File: src/rtl/ex_stage_if.sv
// rtl/ex_stage_if.sv - ID/EX operand/control bus and EX/MEM outputs of the uP16 execute stage
interface ex_stage_if #(
    parameter int DSIZE = 16,
    parameter int RSIZE = 3
);
    logic             valid_in;
    logic [DSIZE-1:0] readData1;
    logic [DSIZE-1:0] readData2;
    logic [DSIZE-1:0] imm;
    logic             aluSrc;
    logic [3:0]       ALUOp;
    logic             memRead;
    logic             memWrite;
    logic             regWrite_in;
    logic             sel_mem2reg_in;
    logic [RSIZE-1:0] writeReg_in;

    logic [DSIZE-1:0] ALUResult_mem;
    logic [DSIZE-1:0] storeData;
    logic             memEnab;
    logic             memWriteEnab;
    logic [DSIZE-1:0] ALUResult;
    logic             sel_mem2reg;
    logic             regWrite;
    logic [RSIZE-1:0] writeReg;
    logic             stall;

    modport master (
        output valid_in, readData1, readData2, imm, aluSrc, ALUOp,
               memRead, memWrite, regWrite_in, sel_mem2reg_in, writeReg_in,
        input  ALUResult_mem, storeData, memEnab, memWriteEnab,
               ALUResult, sel_mem2reg, regWrite, writeReg, stall
    );

    modport slave (
        input  valid_in, readData1, readData2, imm, aluSrc, ALUOp,
               memRead, memWrite, regWrite_in, sel_mem2reg_in, writeReg_in,
        output ALUResult_mem, storeData, memEnab, memWriteEnab,
               ALUResult, sel_mem2reg, regWrite, writeReg, stall
    );
endinterface

File: src/rtl/ex_stage.sv
// rtl/ex_stage.sv - uP16 execute stage: ALU, data-memory drive, EX/MEM register, iterative multiplier
module ex_stage #(
    parameter int DSIZE = 16,
    parameter int RSIZE = 3
) (
    input logic       Clk,
    input logic       Rst,
    ex_stage_if.slave ex
);
    localparam logic [1:0] IDLE = 2'd0;
    localparam logic [1:0] BUSY = 2'd1;
    localparam logic [1:0] DONE = 2'd2;

    localparam logic [3:0] OP_ADD   = 4'd0;
    localparam logic [3:0] OP_SUB   = 4'd1;
    localparam logic [3:0] OP_AND   = 4'd2;
    localparam logic [3:0] OP_OR    = 4'd3;
    localparam logic [3:0] OP_XOR   = 4'd4;
    localparam logic [3:0] OP_SLL   = 4'd5;
    localparam logic [3:0] OP_SRL   = 4'd6;
    localparam logic [3:0] OP_SRA   = 4'd7;
    localparam logic [3:0] OP_SLT   = 4'd8;
    localparam logic [3:0] OP_PASSB = 4'd9;
    localparam logic [3:0] OP_MUL   = 4'd10;

    localparam int CW = $clog2(DSIZE);

    logic [1:0]       state;
    logic [DSIZE-1:0] mcand;
    logic [DSIZE-1:0] mplier;
    logic [DSIZE-1:0] acc;
    logic [CW-1:0]    cnt;

    logic [DSIZE-1:0] op_b;
    logic [DSIZE-1:0] alu_out;
    logic [3:0]       shamt;
    logic             idle;
    logic             mul_issue;

    assign op_b      = ex.aluSrc ? ex.imm : ex.readData2;
    assign shamt     = op_b[3:0];
    assign idle      = (state == IDLE);
    assign mul_issue = idle && ex.valid_in && (ex.ALUOp == OP_MUL);

    always_comb begin
        alu_out = '0;
        case (ex.ALUOp)
            OP_ADD:   alu_out = ex.readData1 + op_b;
            OP_SUB:   alu_out = ex.readData1 - op_b;
            OP_AND:   alu_out = ex.readData1 & op_b;
            OP_OR:    alu_out = ex.readData1 | op_b;
            OP_XOR:   alu_out = ex.readData1 ^ op_b;
            OP_SLL:   alu_out = ex.readData1 << shamt;
            OP_SRL:   alu_out = ex.readData1 >> shamt;
            OP_SRA:   alu_out = DSIZE'($signed(ex.readData1) >>> shamt);
            OP_SLT:   alu_out = {{(DSIZE-1){1'b0}}, ($signed(ex.readData1) < $signed(op_b))};
            OP_PASSB: alu_out = op_b;
            default:  alu_out = '0;
        endcase
    end

    // In DONE the ID/EX register still holds the MUL, so the product replaces the ALU output.
    assign ex.ALUResult_mem = (state == DONE) ? acc : alu_out;
    assign ex.storeData     = ex.readData2;
    assign ex.memEnab       = ex.valid_in && (ex.memRead || ex.memWrite) && idle;
    assign ex.memWriteEnab  = ex.valid_in && ex.memWrite && idle;
    assign ex.stall         = mul_issue || (state == BUSY);

    always_ff @(posedge Clk) begin
        if (Rst) begin
            state  <= IDLE;
            mcand  <= '0;
            mplier <= '0;
            acc    <= '0;
            cnt    <= '0;
        end else begin
            case (state)
                IDLE: begin
                    if (mul_issue) begin
                        mcand  <= ex.readData1;
                        mplier <= op_b;
                        acc    <= '0;
                        cnt    <= '0;
                        state  <= BUSY;
                    end
                end
                BUSY: begin
                    if (mplier[0]) acc <= acc + mcand;
                    mcand  <= mcand << 1;
                    mplier <= mplier >> 1;
                    cnt    <= cnt + 1'b1;
                    if (cnt == CW'(DSIZE-1)) state <= DONE;
                end
                DONE:    state <= IDLE;
                default: state <= IDLE;
            endcase
        end
    end

    always_ff @(posedge Clk) begin
        if (Rst || ex.stall || !ex.valid_in) begin
            ex.ALUResult   <= '0;
            ex.regWrite    <= 1'b0;
            ex.sel_mem2reg <= 1'b0;
            ex.writeReg    <= '0;
        end else begin
            ex.ALUResult   <= ex.ALUResult_mem;
            ex.regWrite    <= ex.regWrite_in;
            ex.sel_mem2reg <= ex.sel_mem2reg_in;
            ex.writeReg    <= ex.writeReg_in;
        end
    end
endmodule

File: src/flat_wrapper.sv
// flat-port wrapper written by rule: the top's interface ports become plain ports
module ex_stage_flat 
#(
    parameter int DSIZE = 16,
    parameter int RSIZE = 3
)
  (Clk, Rst, ex_valid_in, ex_readData1, ex_readData2, ex_imm, ex_aluSrc, ex_ALUOp, ex_memRead, ex_memWrite, ex_regWrite_in, ex_sel_mem2reg_in, ex_writeReg_in, ex_ALUResult_mem, ex_storeData, ex_memEnab, ex_memWriteEnab, ex_ALUResult, ex_sel_mem2reg, ex_regWrite, ex_writeReg, ex_stall);
  ex_stage_if #(.DSIZE(DSIZE), .RSIZE(RSIZE)) ex_i ();
  input logic Clk;
  input logic Rst;
  input wire logic [$bits(ex_i.valid_in)-1:0] ex_valid_in;
  input wire logic [$bits(ex_i.readData1)-1:0] ex_readData1;
  input wire logic [$bits(ex_i.readData2)-1:0] ex_readData2;
  input wire logic [$bits(ex_i.imm)-1:0] ex_imm;
  input wire logic [$bits(ex_i.aluSrc)-1:0] ex_aluSrc;
  input wire logic [$bits(ex_i.ALUOp)-1:0] ex_ALUOp;
  input wire logic [$bits(ex_i.memRead)-1:0] ex_memRead;
  input wire logic [$bits(ex_i.memWrite)-1:0] ex_memWrite;
  input wire logic [$bits(ex_i.regWrite_in)-1:0] ex_regWrite_in;
  input wire logic [$bits(ex_i.sel_mem2reg_in)-1:0] ex_sel_mem2reg_in;
  input wire logic [$bits(ex_i.writeReg_in)-1:0] ex_writeReg_in;
  output wire logic [$bits(ex_i.ALUResult_mem)-1:0] ex_ALUResult_mem;
  output wire logic [$bits(ex_i.storeData)-1:0] ex_storeData;
  output wire logic [$bits(ex_i.memEnab)-1:0] ex_memEnab;
  output wire logic [$bits(ex_i.memWriteEnab)-1:0] ex_memWriteEnab;
  output wire logic [$bits(ex_i.ALUResult)-1:0] ex_ALUResult;
  output wire logic [$bits(ex_i.sel_mem2reg)-1:0] ex_sel_mem2reg;
  output wire logic [$bits(ex_i.regWrite)-1:0] ex_regWrite;
  output wire logic [$bits(ex_i.writeReg)-1:0] ex_writeReg;
  output wire logic [$bits(ex_i.stall)-1:0] ex_stall;
  assign ex_i.valid_in = ex_valid_in;
  assign ex_i.readData1 = ex_readData1;
  assign ex_i.readData2 = ex_readData2;
  assign ex_i.imm = ex_imm;
  assign ex_i.aluSrc = ex_aluSrc;
  assign ex_i.ALUOp = ex_ALUOp;
  assign ex_i.memRead = ex_memRead;
  assign ex_i.memWrite = ex_memWrite;
  assign ex_i.regWrite_in = ex_regWrite_in;
  assign ex_i.sel_mem2reg_in = ex_sel_mem2reg_in;
  assign ex_i.writeReg_in = ex_writeReg_in;
  assign ex_ALUResult_mem = ex_i.ALUResult_mem;
  assign ex_storeData = ex_i.storeData;
  assign ex_memEnab = ex_i.memEnab;
  assign ex_memWriteEnab = ex_i.memWriteEnab;
  assign ex_ALUResult = ex_i.ALUResult;
  assign ex_sel_mem2reg = ex_i.sel_mem2reg;
  assign ex_regWrite = ex_i.regWrite;
  assign ex_writeReg = ex_i.writeReg;
  assign ex_stall = ex_i.stall;
  ex_stage #(.DSIZE(DSIZE), .RSIZE(RSIZE)) u_core (.Clk(Clk), .Rst(Rst), .ex(ex_i));
endmodule
File: config.mk
export PLATFORM = sky130hd
export DESIGN_NAME = ex_stage_flat
export DESIGN_NICKNAME = d
export VERILOG_FILES = /design/src/rtl/ex_stage_if.sv /design/src/rtl/ex_stage.sv /design/src/flat_wrapper.sv
export SDC_FILE = /design/constraint.sdc
export NUM_CORES = 1
export LEC_CHECK = 0
export ABC_AREA = 1
export BUFFER_PORTS_ARGS = -buffer_cell sky130_fd_sc_hd__buf_2
export CAP_MARGIN = 20
export CORE_ASPECT_RATIO = 2
export CORE_UTILIZATION = 60
export CTS_CLUSTER_DIAMETER = 200
export DETAILED_ROUTE_END_ITERATION = 6
export PLACE_DENSITY = 0.83
export SLEW_MARGIN = 25
export SYNTH_ARGS = -nofsm -noshare
export SYNTH_HDL_FRONTEND = slang
export SYNTH_SLANG_ARGS = --single-unit
File: constraint.sdc
create_clock -name Clk -period 4.6 [get_ports Clk]
set_clock_uncertainty 0.1 [all_clocks]
set_input_delay 1.15 -clock Clk [delete_from_list [all_inputs] [get_ports Clk]]
set_output_delay 1.15 -clock Clk [all_outputs]
set_load 0.005 [all_outputs]
==> impl_metrics.ini, run 1 <==
[run_status]
stop_error = [ERROR GRT-0116] Global routing finished with congestion. Check the congestion regions in the DRC Viewer.
status = aborted with a tool error
lastStage = global routing (5_1_grt)

[synth]
avgSynthCellArea_um2 = 5.80
ys_types = 48
synth_nets = 1612
synth_edf_count = 0
synth_top_area_frac = 0.200
synth_largest_area_cell = nand2_1
async_reset_ff_frac = 0
ys.warnings.count = 0
syn_inst = 1479
synthTopCellsByArea = nand2_1 20%, dfxtp_1 18%, nand3_1 13%
ys_seq_area_frac = 0.175
yosys_register_bits = 75
syn_area_mm2 = 0.00858
synthFlopType = dfxtp_1

[floorplan]
ios = 119
initial_utilization = 0.617
die-height_um = 171
rows = 61
die_w_um = 86.5

[placed_design]
gp_congestion = 1.17
dpl-instance-area_mm2 = 0.0100
port_buffers = 118
place_hpwl_mm = 30.4

[global_route]
grtUsageTotal = 0.580
grt_overflow_total = 4
grt_max_degree = 62
grt_pass1_vias = 11700
grt_pass1_wl_mm = 64.9

[clock_network]
cts_made_buffers = 9
cts_sinks = 75
clockBufferDepth = 2
cts-htree-levels = 3
root_buffer = clkbuf_16
cts_hold_buf = 0
-- synth_stat cells (3+ instances only) --
| master | number |
|---|---|
| dfxtp_1 | 75 |
| nand4_1 | 16 |
| buf_6 | 5 |
| fa_1 | 3 |
| buf_4 | 23 |
| a21o_1 | 5 |
| a21oi_1 | 80 |
| a22oi_1 | 3 |
| a31oi_1 | 31 |
| buf_2 | 33 |
| nor2_1 | 129 |
| ha_1 | 67 |
| nor3_1 | 8 |
| nand2_2 | 15 |
| o22ai_1 | 5 |
| nand2_4 | 4 |
| inv_2 | 9 |
| a21oi_2 | 3 |
| o21ai_2 | 3 |
| nand3b_1 | 5 |
| o21ai_1 | 21 |
| inv_1 | 133 |
| nor2_2 | 5 |
| o211ai_1 | 4 |
| nand3_2 | 14 |
| nand3_1 | 216 |
| nand2_1 | 457 |
| or2_2 | 9 |
| o21ai_0 | 60 |
| clkbuf_1 | 15 |
-- kinds of logic after synthesis --
kind of cell	synth area share
buffers and inverters	0.116
AO/OA/AOI/OAI	0.148
flip-flops	0.175
adder cells (fa/ha/maj)	0.105
AND/OR/NAND/NOR	0.455
XOR/XNOR	0.00102
-- per-layer routing --
metal / overflow / track usage
met5: 0 / 0.0109
met3: 0 / 0.219
met1: 0 / 0.571
met2: 1 / 0.885
met4: 3 / 0.615
-- timing repair --
item,in CTS
pin swaps,10
setup endpoints to repair,15
gates resized for setup,78
buffers inserted,1
-- per-stage QoR --
step	worst slack [ns]	std cells
2_1_floorplan	0.265	1479
3_3_place_gp	-0.507	1851
3_5_place_dp	-0.490	1851
4_1_cts	0.00106	1867
==> run 2, diff against run 1 <==
--- a/config.mk
+++ b/config.mk
@@ -8,11 +8,9 @@
 export ABC_AREA = 1
 export BUFFER_PORTS_ARGS = -buffer_cell sky130_fd_sc_hd__buf_2
 export CAP_MARGIN = 20
-export CORE_ASPECT_RATIO = 2
-export CORE_UTILIZATION = 60
-export CTS_CLUSTER_DIAMETER = 200
+export CORE_UTILIZATION = 40
 export DETAILED_ROUTE_END_ITERATION = 6
-export PLACE_DENSITY = 0.83
+export PLACE_DENSITY_LB_ADDON = 0.15
 export SLEW_MARGIN = 25
 export SYNTH_ARGS = -nofsm -noshare
 export SYNTH_HDL_FRONTEND = slang
==> run 2 against run 1 <==
Net effect:
- the flow now finishes, with violations (negative setup slack)
- area after synthesis unchanged
- synthesized cell count did not move
==> impl_metrics.ini, run 2 <==
[placed_design]
place_ws_ns = -0.317
port_buffers = 118
gp_congestion = 1.03
place_hpwl_mm = 29.1

[routing]
drt_iter0_drc = 987
viasPerCell = 5.53
firstDrtPassIters = 5
ant_nets = 0
wirelength_mm = 36.7
vias = 11000
wl_per_cell_um = 18.4
drc = 0

[floorplan]
rows = 53
die_w_um = 148
die_area_mm2 = 0.0220
initial_utilization = 0.408
design.core.area_mm2 = 0.0210
ios = 119
die-height_um = 148

[synth]
async_reset_ff_frac = 0
synth_nets = 1612
synth_top_area_frac = 0.200
avgSynthCellArea_um2 = 5.80
synth_common_cells = 457 x nand2_1, 216 x nand3_1, 133 x inv_1
yosys_register_bits = 75
syn_area_mm2 = 0.00858
ys_types = 48
synthTopCellsByArea = nand2_1 20%, dfxtp_1 18%, nand3_1 13%
synth_edf_count = 0
ys_seq_area_frac = 0.175
ys.warnings.count = 0
synth_largest_area_cell = nand2_1
synthFlopType = dfxtp_1
syn_inst = 1479
synthMostInstantiatedCell = nand2_1

[layout]
n_fill_cell = 2233
antenna_cells = 0
mostFrequentLayoutCells = 428 x nand2_1, 193 x nand3_1, 181 x buf_4, 123 x inv_1, 117 x buf_2
multi_input_area_mm2 = 0.00673
layout.nets = 1851
final_common_cell = nand2_1
drive_gt1_frac = 0.301
ff_latch_area_mm2 = 0.00150
utilization = 0.547
area_delta_synth_final_pct = 34.0

[global_route]
antenna_found_initial = 0
grt_pass1_wl_mm = 55.1
grt_overflow_total = 0
grt_max_degree = 62
grtUsageTotal = 0.327
grt_pass1_vias = 9855

[min_path]
hp-class = flip-flop to flip-flop
hold_start = u_core.mplier[9]$_SDFFE_PP0P_

[worst_setup_path]
cp.arrival_ns = 3.38
path_cells = buf_12 > inv_8 > buf_4 > nand2_1 > nand2_2 > inv_2 > buf_4 > ha_1 > buf_4 > a21oi_4 > nand3_4 > nand2_4 > nand3_1 > nand2_1 > nor2_1 > nor2_2 > nand3_2 > nand2_2 > nand2_1 > buf_2
r2r-end = u_core.acc[8]$_SDFFE_PP0P_
worst_setup_path_end_kind = output port
max_stage_delay_ns = 0.21
r2r_slack_ns = 1.88
path_class = primary input to output port
critPathSlowestCell = ha_1
cp-start-kind = primary input
crit_fanout = 11
worst_r2r_path_depth = 11
setup.worst_path.end = ex_ALUResult_mem[9]
r2r-start = u_core.state[1]$_SDFFE_PP0P_
crit_required_ns = 3.35
setup.worst_path.start = ex_aluSrc

[timing]
finalSetupViolCount = 6
rsz0062_at_grt = true
worstMarginPinSlew_ns = 0.968
hold_viol_final = 0
period_minus_slack_ns = 4.63
post-route-period-util = 1.01
finalWorstSetupSlack_ns = -0.0293
fmax_ghz = 0.216
slew_headroom = 0.353
whs_ns = 0.372
slew_violations = 0

[clock_network]
cts_sinks = 75
root_buffer = clkbuf_16
clk_pin_slew_ns = 0.06
cts_hold_buf = 0
cts_tree = built
cts-htree-levels = 3
clock_latency_ns = 0.34
cts_made_buffers = 9
clockBufferDepth = 2

[run_status]
failed_checks = negative setup slack
status = finished, violations left

[power_and_ir_drop]
cellPowerDensity_mw_per_mm2 = 224
ir_drop_mv = 0.218
p_leak_nw = 5.93
p_total_mw = 2.57

[flow_run]
drv_cap = 0
run 2: cell counts after synthesis:
No cell type changed its count.
run 2: cell type report:
type,instances,area share
clock buffers,11,0.0211
clock inverters,5,0.00544
inverters,142,0.0470
multi-input cells,1185,0.586
flip-flops and latches,75,0.131
well taps,275,0.0299
repair buffers,305,0.180
run 2: worst min-delay path by stage:
stage	end	slack [ns]	cells after the start
finish	u_core.mplier[8]$_SDFFE_PP0P_	0.37	2
global route	u_core.mplier[8]$_SDFFE_PP0P_	0.39	2
CTS	u_core.mplier[8]$_SDFFE_PP0P_	0.37	2
detailed placement	u_core.mplier[2]$_SDFFE_PP0P_	0.37	2
global placement	u_core.cnt[3]$_SDFFE_PP0P_	0.37	2
floorplan	u_core.acc[10]$_SDFFE_PP0P_	0.35	2
run 2: cells by family after synthesis:
| kind of cell | after synthesis | synth area share |
|---|---|---|
| xor+xnor | 1 | 0.00102 |
| buf+inv | 219 | 0.116 |
| flops | 75 | 0.175 |
| simple gates | 888 | 0.455 |
| fa+ha+maj | 70 | 0.105 |
| compound gates | 226 | 0.148 |
run 2: critical path, delay by kind of cell:
family | cells | cell delay [ns]
AOI/OAI and AO/OA | 1 | 0.17
adders and majority gates | 1 | 0.21
buffers and inverters | 7 | 0.85
and+or+nand+nor | 11 | 0.98
run 2: metrics by stage:
stage | area [um^2] | setup TNS (ns) | instances
after floorplan | 8580 | 0 | 1479
after global placement | 10400 | -3.58 | 1978
after detailed placement | 10400 | -3.93 | 1978
after CTS | 11100 | -0.151 | 1996
after global routing | 11500 | -1.47 | 1998
final | 11500 | -0.0940 | 1998
run 2: power by group:
part	switching (mW)	total (mW)	internal [mW]
Sequential	0.0131	0.685	0.671
Combinational	0.688	1.15	0.465
Clock	0.295	0.732	0.437
run 2: timing repair:
item,4_1_cts,5_1_grt
setup endpoints to repair,16,16
buffers inserted,1,1
gates resized for setup,78,106
pin swaps,11,32
cloned,1,1
run 2: layer usage:
layer  share of wire  vias to the layer above  global-route usage
met5               0                        -                   0
met2            0.44                      539               0.520
met3           0.089                       87              0.0543
met4           0.041                        0               0.123
li1                -                     5349                   -
met1            0.43                     5065               0.442
(Power assumes the default switching activity.)
==> run 3, diff against run 2 <==
--- a/config.mk
+++ b/config.mk
@@ -5,7 +5,7 @@
 export SDC_FILE = /design/constraint.sdc
 export NUM_CORES = 1
 export LEC_CHECK = 0
-export ABC_AREA = 1
+export ABC_AREA = 0
 export BUFFER_PORTS_ARGS = -buffer_cell sky130_fd_sc_hd__buf_2
 export CAP_MARGIN = 20
 export CORE_UTILIZATION = 40
==> run 3 against run 2 <==
Net effect:
- the run still ends with negative setup slack left
- critical path depth fell by 6
- setup slack got worse by 0.74 ns
- final area rose by 4.8%
- largest cell class unchanged
==> impl_metrics.ini, run 3 <==
[run_status]
status = finished, violations left
failed_checks = negative setup slack

[synth]
yosys_register_bits = 75
avgSynthCellArea_um2 = 7.59
synthMostInstantiatedCell = nand2_1
synth_compound_gate_area_share = 0.273
synthAdderAreaFrac = 0.108
synthFlopType = dfxtp_1
synth_edf_count = 0
syn_inst = 1098
synth_common_cells = 124 x nand2_1, 95 x nor2_1, 80 x a21oi_1
synthTopCellsByArea = dfxtp_1 18%, ha_1 10%, mux2i_1 6.0%
synth_top_family_by_area = compound AO/OA/AOI/OAI gates
ys.warnings.count = 0
synth_top_area_frac = 0.180
async_reset_ff_frac = 0
synth.mux.area_fraction = 0.109
synth_largest_area_cell = dfxtp_1
ys_seq_area_frac = 0.180
synthSimpleGateAreaFrac = 0.230
syn_area_mm2 = 0.00833
ys_types = 86
synth_nets = 1231
synth_xor_area_frac = 0.0189

[layout]
n_fill_cell = 1880
final_common_cell = buf_4
mostFrequentLayoutCells = 229 x buf_4, 122 x nand2_1, 116 x buf_2, 93 x nor2_1, 75 x dfxtp_1
finalInstanceArea_mm2 = 0.0120
drive_gt1_frac = 0.389
ff_latch_area_mm2 = 0.00150
area_delta_synth_final_pct = 44.6
multi_input_area_mm2 = 0.00693
layout.nets = 1525
layout.cells.non_filler = 1667
antenna_cells = 0

[clock_network]
root_buffer = clkbuf_16
cts_sinks = 75
cts_made_buffers = 9
cts-htree-levels = 3
clk_pin_slew_ns = 0.06
cts_hold_buf = 0
clockBufferDepth = 2
cts_tree = built
clock_latency_ns = 0.34

[worst_setup_path]
cp-start-kind = primary input
worst_setup_path_end_kind = output port
cp_top_family = compound AO/OA/AOI/OAI gates
crit_fanout = 6
cp.arrival_ns = 4.12
critPathSlowestCell = or4b_4
cp_num_buf_inv = 5
setup.worst_path.start = ex_aluSrc
path_class = primary input to output port
crit_required_ns = 3.35
max_stage_delay_ns = 0.56
worst_r2r_path_depth = 9
r2r-end = u_core.acc[2]$_SDFFE_PP0P_
path_cells = buf_8 > buf_6 > buf_12 > buf_4 > mux2i_4 > ha_4 > nand2b_4 > a21oi_4 > or4b_4 > a311oi_4 > o21a_1 > o311ai_4 > a32oi_2 > buf_2
r2r_slack_ns = 1.67
r2r-start = u_core.state[1]$_SDFFE_PP0P_

[min_path]
hp-class = flip-flop to flip-flop
hold_start = u_core.mplier[9]$_SDFFE_PP0P_
hold_depth = 2
hold_end = u_core.mplier[8]$_SDFFE_PP0P_

[global_route]
antenna_found_initial = 0
grt_pass1_wl_mm = 55.2
grt_max_degree = 50
grtUsageTotal = 0.336
grt_pass1_vias = 9388
grt_overflow_total = 0

[routing]
firstDrtPassIters = 5
wl_per_cell_um = 21.9
wirelength_mm = 36.6
viasPerCell = 5.99
ant_nets = 0
vias = 9986
drc = 0
drt_iter0_drc = 837

[floorplan]
design.core.area_mm2 = 0.0203
die_w_um = 146
die-height_um = 146
die_area_mm2 = 0.0214
rows = 52
initial_utilization = 0.410
ios = 119

[timing]
worstMarginPinSlew_ns = 0.859
whs_ns = 0.354
post-route-period-util = 1.17
hold_viol_final = 0
finalSetupViolCount = 14
slew_violations = 0
tns_ns = -6.60
rsz0062_at_grt = true
finalWorstSetupSlack_ns = -0.767
fmax_ghz = 0.186
period_minus_slack_ns = 5.37
slew_headroom = 0.426

[power_and_ir_drop]
ir_drop_mv = 0.188
cellPowerDensity_mw_per_mm2 = 222
p_leak_nw = 5.23

[placed_design]
place_hpwl_mm = 28.4
dp_cells = 1634
dpl-instance-area_mm2 = 0.0109
gp_congestion = 1.01
port_buffers = 118

[flow_run]
drv_cap = 0
[run 3: cell types whose count changed in the layout (fill, tap and decap cells not counted), moves of 24 or more]
cell / previous run / this run
mux2i_1: 0 / 35
inv_1: 123 / 45
nand3_2: 34 / 2
o21ai_0: 50 / 26
buf_4: 181 / 229
nand2_1: 428 / 122
nand3_1: 193 / 43
nand2_2: 43 / 2
[run 3: cell families (layout without fill, tap and decap cells)]
family | after synthesis | in the layout
simple gates | 392 | 392
compound gates | 326 | 326
buf+inv | 147 | 446
flops | 75 | 75
fa+ha+maj | 70 | 70
mux | 70 | 70
xor+xnor | 18 | 18
[run 3: report_power, final]
part / total [mW] / switching [mW] / internal, mW / leakage, nW
combinational: 1.22 / 0.647 / 0.575 / 4.47
sequential: 0.675 / 0.00890 / 0.666 / 0.607
clock: 0.773 / 0.283 / 0.489 / 0.155
[run 3: metal layers]
layer / track usage / up-vias / wire length, um
met5: 0 / - / 0
met4: 0.128 / 0 / 1340
met3: 0.0575 / 82 / 2780
met2: 0.524 / 457 / 16300
met1: 0.462 / 4788 / 16200
li1: - / 4659 / -
[run 3: timing repair]
action	CTS	global route
resized for setup	61	94
buffers inserted	10	10
pin swaps	32	44
endpoints found under the setup margin	16	16
[run 3: worst max path at each step]
stage | endpoint | slack [ns] | cells past startpoint
after floorplan | ex_ALUResult_mem[14] | -0.50 | 15
after global placement | ex_ALUResult_mem[12] | -0.90 | 16
after detailed placement | ex_ALUResult_mem[12] | -0.94 | 15
after CTS | ex_ALUResult_mem[0] | -0.68 | 15
after global routing | ex_ALUResult_mem[14] | -0.81 | 16
final | ex_ALUResult_mem[0] | -0.77 | 14
[run 3: final cells by class]
class	instances	share of cell area
timing repair buffer	377	0.228
inverter	53	0.0165
clock buffer	10	0.0198
clock inverter	6	0.00737
multi-input combinational	876	0.576
tap	270	0.0280
sequential	75	0.125
[run 3: stage by stage]
step	total power, mW	worst slack, ns	utilization
6_report	2.67	-0.767	0.593
5_1_grt	2.79	-0.810	0.593
4_1_cts	2.56	-0.677	0.569
3_5_place_dp	1.73	-0.937	0.535
3_3_place_gp	1.72	-0.898	0.535
2_1_floorplan	1.24	-0.500	-
[run 3: worst min-delay path: cells and delay by family (launching register included)]
kind / cells / cell delay, ns
compound gates: 1 / 0.05
simple gates: 1 / 0.05
flops: 1 / 0.31
==> run 4, diff against run 3 <==
--- a/config.mk
+++ b/config.mk
@@ -11,6 +11,7 @@
 export CORE_UTILIZATION = 40
 export DETAILED_ROUTE_END_ITERATION = 6
 export PLACE_DENSITY_LB_ADDON = 0.15
+export RECOVER_POWER = 50
 export SLEW_MARGIN = 25
 export SYNTH_ARGS = -nofsm -noshare
 export SYNTH_HDL_FRONTEND = slang
==> run 4 against run 3 <==
Net effect:
- the flow still finishes with violations (negative setup slack)
- first-iteration DRC count rose by 1.4%
- final cell count unchanged
- combinational power about the same
- hold slack hardly changed
- fmax about the same
- critical path type unchanged
- global-route usage stayed put
- clock power about the same
- routed wire length is 0.44% lower
- flip-flop and latch count is the same
- sequential power barely moved
- critical endpoint unchanged
==> impl_metrics.ini, run 4 (same netlist as run 3, synthesis figures left out) <==
[run_status]
status = finished, violations left
failed_checks = negative setup slack

[placed_design]
place_hpwl_mm = 28.4
gp_congestion = 1.01
port_buffers = 118

[global_route]
antenna_found_initial = 0
grt_pass1_vias = 9388
grt_overflow_total = 0
grt_pass1_wl_mm = 55.2
grt_max_degree = 50
grtUsageTotal = 0.336

[floorplan]
ios = 119
initial_utilization = 0.410
design.core.area_mm2 = 0.0203
die_area_mm2 = 0.0214
die-height_um = 146
die_w_um = 146
rows = 52

[clock_network]
clockBufferDepth = 2
clock_latency_ns = 0.34
cts-htree-levels = 3
cts_tree = built
cts_sinks = 75
root_buffer = clkbuf_16
cts_hold_buf = 0
cts_made_buffers = 9
clk_pin_slew_ns = 0.06

[layout]
utilization = 0.591
layout.nets = 1525
mostFrequentLayoutCells = 223 x buf_4, 122 x nand2_1, 101 x buf_2, 93 x nor2_1, 75 x dfxtp_1
drive_gt1_frac = 0.374
n_fill_cell = 1898
area_delta_synth_final_pct = 44.1
final_common_cell = buf_4
antenna_cells = 0

[worst_setup_path]
crit_cells = 14
cp_num_buf_inv = 5
path_class = primary input to output port
setup.worst_path.end = ex_ALUResult_mem[0]
cp.arrival_ns = 4.11
crit_fanout = 6
worst_r2r_path_depth = 9
critPathSlowestCell = or4b_4
worst_setup_path_end_kind = output port
r2r_slack_ns = 1.29
cp_top_family = compound AO/OA/AOI/OAI gates
cp-start-kind = primary input
r2r-start = u_core.state[1]$_SDFFE_PP0P_
setup.worst_path.start = ex_aluSrc
crit_required_ns = 3.35
r2r-end = u_core.acc[2]$_SDFFE_PP0P_
path_cells = buf_8 > buf_6 > buf_12 > buf_4 > mux2i_4 > ha_4 > nand2b_4 > a21oi_4 > or4b_4 > a311oi_4 > o21a_1 > o311ai_4 > a32oi_2 > buf_2
max_stage_delay_ns = 0.56

[power_and_ir_drop]
ir_drop_mv = 0.188
p_total_mw = 2.67
p_leak_nw = 5.16
cellPowerDensity_mw_per_mm2 = 222

[timing]
worstMarginPinSlew_ns = 1.19
rsz0062_at_grt = true
hold_viol_final = 0
period_minus_slack_ns = 5.36
slew_violations = 0
finalSetupViolCount = 16
slew_headroom = 0.208
post-route-period-util = 1.17
finalWorstSetupSlack_ns = -0.763
fmax_ghz = 0.186

[routing]
ant_nets = 0
drc = 0
vias = 9940
wl_per_cell_um = 21.8
firstDrtPassIters = 6
wirelength_mm = 36.4
drt_iter0_drc = 849
viasPerCell = 5.96

[min_path]
hp-class = flip-flop to flip-flop

[flow_run]
drv_cap = 0
==> run 4: cell count changes in the layout (fill, tap and decap cells not counted), sizes merged <==
cell | previous run | this run
clkbuf | 10 | 31
buf | 377 | 356
==> run 4: area by class of cell <==
class                      instances  area (um^2)  share of cell area
multi-input combinational        876         6930               0.577
timing repair buffer             377         2710               0.226
sequential                        75         1500               0.125
tap                              270          338              0.0281
clock buffer                      10          239              0.0199
inverter                          53          199              0.0166
clock inverter                     6         88.8             0.00740
==> run 4: worst min-delay path, cell delays in order (launching register included) <==
cell and delay [ns]:
dfxtp_1 0.31, nand2_1 0.05, a21oi_1 0.05
==> run 4: what timing repair did <==
action                     in CTS  in global routing
pin swaps                      32                 44
hold endpoints to repair        0                  0
setup endpoints to repair      16                 16
setup buffers                  10                 10
gates resized for setup        61                 94
cloned                          0                  0
==> run 4: power breakdown <==
part           leakage, nW  switching (mW)  total [mW]  internal [mW]
Combinational         4.40           0.645        1.22          0.572
Clock                0.155           0.285       0.775          0.489
Sequential           0.607         0.00895       0.675          0.666
Total                 5.16           0.939        2.67           1.73
==> run 4: metal layers <==
metal / vias up / global-route usage / share of wire
met4: 0 / 0.128 / 0.036
li1: 4659 / - / -
met3: 82 / 0.0575 / 0.078
met1: 4711 / 0.462 / 0.44
met2: 488 / 0.524 / 0.44
met5: - / 0 / 0
==> run 4: through the flow <==
stage / std cells / hold slack (ns) / setup WS, ns / setup TNS [ns] / instance area [um^2]
2_1_floorplan: 1098 / 0.332 / -0.500 / -2.50 / 8520
3_3_place_gp: 1634 / 0.336 / -0.898 / -8.57 / 10900
3_5_place_dp: 1634 / 0.342 / -0.937 / -8.89 / 10900
4_1_cts: 1659 / 0.356 / -0.677 / -5.85 / 11500
5_1_grt: 1667 / 0.371 / -0.810 / -7.97 / 12000
6_report: 1667 / 0.353 / -0.763 / -6.71 / 12000
==> run 4: how the worst min path moves through the flow <==
stage,from,end,slack (ns),cells after the start
3_3_place_gp,u_core.mplier[3]$_SDFFE_PP0P_,u_core.mplier[2]$_SDFFE_PP0P_,0.34,2
4_1_cts,u_core.mplier[8]$_SDFFE_PP0P_,u_core.mplier[7]$_SDFFE_PP0P_,0.36,2
5_1_grt,u_core.mplier[9]$_SDFFE_PP0P_,u_core.mplier[8]$_SDFFE_PP0P_,0.37,2
6_report,u_core.mplier[9]$_SDFFE_PP0P_,u_core.mplier[8]$_SDFFE_PP0P_,0.35,2
2_1_floorplan,u_core.mplier[1]$_SDFFE_PP0P_,u_core.mplier[0]$_SDFFE_PP0P_,0.33,2
3_5_place_dp,u_core.mplier[7]$_SDFFE_PP0P_,u_core.mplier[6]$_SDFFE_PP0P_,0.34,2
